### config.mk
export PLATFORM = sky130hd
export DESIGN_NAME = fifo_pdm_player
export DESIGN_NICKNAME = d
export VERILOG_FILES = /design/src/rtl/fifo_pdm_player.sv
export SDC_FILE = /design/constraint.sdc
export NUM_CORES = 1
export LEC_CHECK = 0
export CORE_UTILIZATION = 45
export DETAILED_ROUTE_END_ITERATION = 8
export PLACE_DENSITY = 0.65
export SYNTH_ARGS = -nofsm -noshare
export SYNTH_HDL_FRONTEND = slang
export SYNTH_SLANG_ARGS = --single-unit
### constraint.sdc
create_clock -name Clk -period 2.85 [get_ports Clk]
set_input_delay 0.285 -clock Clk [delete_from_list [all_inputs] [get_ports Clk]]
set_output_delay 0.285 -clock Clk [all_outputs]
set_load 0.01 [all_outputs]
### src/rtl/fifo_pdm_player.sv
`default_nettype none
// ============================================================================
//  Module   : fifo_pdm_player
//  Purpose  : Read-side companion of the 1-bit microphone sample FIFO. Pops
//             recorded PDM bits at a programmable sample rate and drives them
//             onto the 1-bit audio pin. Supports bounded-length playback,
//             play-until-empty, stop, underrun detection and an optional
//             FIFO flush when playback completes.
//  Revision : 1.0 - initial release
// ----------------------------------------------------------------------------
//  Ports
//    Clk        in   1      system clock, rising edge
//    Rst        in   1      synchronous active-high reset
//    Start      in   1      begin playback (honoured in IDLE only)
//    Stop       in   1      end playback
//    Div        in   DIV_W  sample period minus 1 (latched on Start)
//    Len        in   CNT_W  samples to play, 0 = until empty (latched)
//    ClrOnDone  in   1      flush FIFO at end of playback (latched)
//    F_Data     in   1      show-ahead FIFO data
//    F_EmptyN   in   1      FIFO not-empty flag
//    FOutN      out  1      active-low FIFO read strobe
//    FClrN      out  1      active-low FIFO clear
//    Audio_Out  out  1      PDM audio bit
//    Audio_En   out  1      amplifier enable
//    Busy       out  1      playback in progress
//    Done       out  1      one-cycle end-of-playback pulse
//    Underrun   out  1      sticky: FIFO empty at a tick of bounded playback
//    Played     out  CNT_W  samples popped in current / last run
// ============================================================================
module fifo_pdm_player #(
   parameter int DIV_W = 16,
   parameter int CNT_W = 21
) (
   input  logic             Clk,
   input  logic             Rst,
   input  logic             Start,
   input  logic             Stop,
   input  logic [DIV_W-1:0] Div,
   input  logic [CNT_W-1:0] Len,
   input  logic             ClrOnDone,
   input  logic             F_Data,
   input  logic             F_EmptyN,
   output logic             FOutN,
   output logic             FClrN,
   output logic             Audio_Out,
   output logic             Audio_En,
   output logic             Busy,
   output logic             Done,
   output logic             Underrun,
   output logic [CNT_W-1:0] Played
);

   typedef enum logic [1:0] {
      ST_IDLE = 2'd0,
      ST_RUN  = 2'd1,
      ST_DONE = 2'd2
   } state_t;

   state_t           state;
   state_t           state_nxt;

   logic [DIV_W-1:0] div_cnt;
   logic [DIV_W-1:0] div_lat;
   logic [CNT_W-1:0] len_lat;
   logic             clr_lat;
   logic [CNT_W-1:0] played;
   logic             underrun;
   logic             audio;

   logic             start_ok;
   logic             tick;
   logic             rd;
   logic             empty_tick;
   logic             last_read;
   logic [CNT_W-1:0] played_inc;

   // ------------------------------------------------------------------------
   // Sample-tick decode. A read happens on a tick with data present, unless
   // Stop overrides it; Rst also suppresses the strobe so that a reset cycle
   // never consumes a sample.
   // ------------------------------------------------------------------------
   always_comb begin
      start_ok   = 1'b0;
      tick       = 1'b0;
      rd         = 1'b0;
      empty_tick = 1'b0;
      last_read  = 1'b0;
      played_inc = played + CNT_W'(1);

      start_ok   = (state == ST_IDLE) && Start && !Stop;
      tick       = (state == ST_RUN) && (div_cnt == '0);
      rd         = tick && F_EmptyN && !Stop && !Rst;
      empty_tick = tick && !F_EmptyN && !Stop;
      // Bounded playback ends on the read that reaches the requested length.
      last_read  = rd && (len_lat != '0) && (played_inc == len_lat);
   end

   // ------------------------------------------------------------------------
   // Next-state and output decode
   // ------------------------------------------------------------------------
   always_comb begin
      state_nxt = state;
      FOutN     = 1'b1;
      FClrN     = 1'b1;
      Busy      = 1'b0;
      Audio_En  = 1'b0;
      Done      = 1'b0;

      case (state)
         ST_IDLE: begin
            if (start_ok) begin
               state_nxt = ST_RUN;
            end
         end
         ST_RUN: begin
            Busy     = !Rst;
            Audio_En = !Rst;
            FOutN    = !rd;
            if (Stop) begin
               state_nxt = ST_DONE;
            end else if (last_read) begin
               state_nxt = ST_DONE;
            end else if (empty_tick && (len_lat == '0)) begin
               // Play-until-empty: an empty FIFO at a tick is the normal end.
               state_nxt = ST_DONE;
            end
         end
         ST_DONE: begin
            Done      = !Rst;
            FClrN     = !(clr_lat && !Rst);
            state_nxt = ST_IDLE;
         end
         default: begin
            state_nxt = ST_IDLE;
         end
      endcase
   end

   // ------------------------------------------------------------------------
   // State and datapath registers
   // ------------------------------------------------------------------------
   always_ff @(posedge Clk) begin
      if (Rst) begin
         state    <= ST_IDLE;
         div_cnt  <= '0;
         div_lat  <= '0;
         len_lat  <= '0;
         clr_lat  <= 1'b0;
         played   <= '0;
         underrun <= 1'b0;
         audio    <= 1'b0;
      end else begin
         state <= state_nxt;
         case (state)
            ST_IDLE: begin
               if (start_ok) begin
                  div_lat  <= Div;
                  len_lat  <= Len;
                  clr_lat  <= ClrOnDone;
                  div_cnt  <= Div;
                  played   <= '0;
                  underrun <= 1'b0;
               end
            end
            ST_RUN: begin
               if (tick) begin
                  div_cnt <= div_lat;
               end else begin
                  div_cnt <= div_cnt - DIV_W'(1);
               end
               if (rd) begin
                  audio  <= F_Data;
                  played <= played_inc;
               end else if (empty_tick && (len_lat != '0)) begin
                  // Starved bounded playback: alternate the bit so the
                  // filtered output sits at mid-scale instead of a rail.
                  underrun <= 1'b1;
                  audio    <= !audio;
               end
            end
            ST_DONE: begin
               audio <= 1'b0;
            end
            default: begin
               audio <= 1'b0;
            end
         endcase
      end
   end

   assign Audio_Out = audio;
   assign Underrun  = underrun;
   assign Played    = played;

endmodule
`default_nettype wire

==> results by group <==
Floorplanning
  • Num ports: between 70 and 80
  • Site row count: 35
  • Die Ht: roughly 100 µm
  • Die X-Extent: approximately 100 µm
  • Initial cell density of the core: 0.468
  • Core Region: slightly above 9000 µm²
  • Die ar.: 10,100 µm²

Global route
  • Largest net degree at the start of global routing: 51
  • Vias in the first global route: around 4,000
  • First-pass GRT wire length: between 20 and 25 mm
  • GR Overflow Total: 0
  • Initial antenna violation count: 0
  • Overall routing resource usage: 0.264

Drt
  • Vias: approximately 4,400
  • Drt via density: around 5.6
  • Final ANT Viol Nets: 0
  • Avg WL per Cell: roughly 16 µm
  • Pre-antenna DRT Iters: 5
  • DRC viols: 0
  • WL final: ~13 mm
  • Iteration-0 DRC Markers: approximately 290

Setup path
  • Crit-path slowest cell: clkdlybuf4s50_1
  • Critical Path Start Type: flop
  • Worst endpoint data arrival time: roughly 2.4 ns
  • Crit-path leading delay family: simple AND/OR/NAND/NOR gates
  • CP Capture Type: output pin
  • Flop2flop setup slack: approximately 0.25 ns
  • CP bufs+invs: 2
  • Crit Path Max Fanout: 5
  • CP Class: reg2out
  • CP peak stage delay: approximately 0.48 ns
  • Crit path cell chain: or3_1 -> nor4_4 -> nand2_2 -> nor3_4 -> inv_1 -> clkdlybuf4s50_1
  • CP required: 2.57 ns

Yosys
  • Yosys reg bits: 79
  • Post-synth EDFFs: 0
  • Synth cell count leaders: nand2_1, dfxtp_1, a21oi_1
  • Syn Nets: 632
  • Synth area leader: dfxtp_1
  • Sequential share of the synthesized area: 0.364
  • Synth Cell Area: between 4000 and 5000 µm²
  • Ys async rst share: 0
  • Synth unique cells: approximately 60
  • Yosys top cell area share: 0.364
  • Most used flip-flop cell after synthesis: dfxtp_1
  • Synth warn: 0
  • Synth area leaders: dfxtp_1, nand2_1, a21oi_1
  • Most common cell in the synthesized netlist: nand2_1
  • Syn Inst Count: about 600
  • Avg Synthesized Cell Area: roughly 7.4 µm²

Placed design
  • IO Port Bufs: roughly 70
  • Placed cell area: ~5300 µm²
  • Routability-driven placement congestion ratio: between 0.9 and 1
  • Hpwl dp: 9.15 mm
  • Pre-CTS setup slack: approximately 0.21 ns

Clock network
  • CTS buffer count: 9
  • Clock root cell: clkbuf_8
  • Clk Latency, worst-skew pair: 0.36 ns
  • CTS tree: done
  • Worst-path clk slew: 0.09 ns
  • CTS sink cnt: between 70 and 80
  • H-tree levels: 3
  • Hold_buf cts: 0
  • Clock Path Buffers: 2

STA
  • Worst-Margin Slew: approximately 0.67 ns
  • Final setup margin: ~0.13 ns
  • Min Hold Slack: 0.334 ns
  • Crit share post-route: 0.953
  • Final hold viol count: 0
  • RSZ-0062 raised after global routing: no
  • Final setup fails: 0
  • Slew margin rel.: 0.553
  • TNS Setup: 0 ns
  • Post-route minimum period: between 2 and 3 ns
  • Max Clk Rate: ~370 MHz
  • Worst Clk Skew: ~0.0074 ns
  • Pins Over Slew Limit: 0

Final layout
  • # diodes: 0
  • Synthesis-to-layout area growth: 25.8%
  • Layout cells sized above 1: 0.0865
  • Nets@finish: around 700
  • Design area: between 5000 and 6000 µm²

Pwr
  • Power density of the placed cells: 454 nW/µm²
  • Leak pwr: between 1.5 and 2 nW
  • P_sw: around 0.75 mW
  • Worst IR Drop VDD: approximately 260 µV
  • Switching Share: 0.304
  • Comb power frac: 0.194
  • Sequential Power Share: 0.485
  • Clk pwr share: 0.320
  • Int Power: about 1.7 mW

Run status
  • Status: completed

Worst hold path
  • HP Class: in2reg

Run
  • Maxcap violations: 0
power groups by stage:
stage                     Combinational, mW  Sequential, mW  Clock (mW)
after detailed placement              0.469            1.23           0
final                                 0.483            1.20       0.795
after global placement                0.460            1.23           0
after global routing                  0.533            1.21       0.865
after CTS                             0.477            1.20       0.814
after floorplan                       0.317            1.21           0
placed cells by master (no fill, tap or decap), types with 3 or more instances in the layout:
cell type        count
and3_1               8
or3_1               13
a211oi_1             5
o21ai_0             20
nand4_1              9
o31ai_1              3
or4_1                8
clkbuf_8            10
clkdlybuf4s50_1     70
nor2_1              43
o221ai_1             5
and4_1               3
ha_1                 3
nor3_1              10
nor2b_1              4
dfxtp_1             79
inv_1                7
nor4_1              12
a21oi_1             72
buf_4               25
a31oi_1              3
nand3_1             14
nand2_1            131
a311oi_1             9
and2_1               5
xnor2_1             24
nor3b_1              3
xor2_1              14
final timing paths:
path	start	end	depth (start not counted)
setup / recovery	div_cnt[9]	FOutN	6
hold / removal	Rst	Played[9]	2
setup reg to reg	Played[1]	state[0]	8
hold reg to reg	div_lat[15]	div_lat[15]	2
cell type report:
cell class,instances,area (µm²)
fill,899,3810
multi-input combinational,460,2600
sequential,79,1580
timing repair buffer,97,913
tap,129,161
clock buffer,11,141
clock inverter,5,41.3
inverter,7,26.3
registers in the layout, indices dropped and copies added, names as in the netlist:
register and flops:
div_lat 16, Played 21, Underrun 1, clr_lat 1, len_lat 21, div_cnt 16
Audio_Out 1, state 2
through the flow:
stage               power, mW  utilization  cells
CTS                      2.49        0.587    788
global placement         1.69        0.567    771
floorplan                1.53            -    585
global route             2.61        0.589    788
detailed placement       1.70        0.567    771
finish                   2.48        0.589    788
cells by family after synthesis:
family                     after synthesis  synth area share
muxes                                    1           0.00259
and+or+nand+nor                        280             0.314
adders and majority gates                3           0.00864
AOI/OAI and AO/OA                      138             0.192
buffers and inverters                   46            0.0420
DFF                                     79             0.364
xor gates and xnor gates                38            0.0766
layer usage:
layer,vias up,track usage,share of wire
met5,-,0,0
met4,0,0.0725,0.012
met3,13,0.0481,0.067
met2,161,0.395,0.43
met1,2062,0.385,0.49
li1,2213,-,-
timing repair:
action                     CTS  global route
buffers inserted             1             0
gates resized for setup      0             3
setup endpoints to repair    1             3
pin swaps                    1             0
No activity file was read; power rests on OpenSTA's default activity.
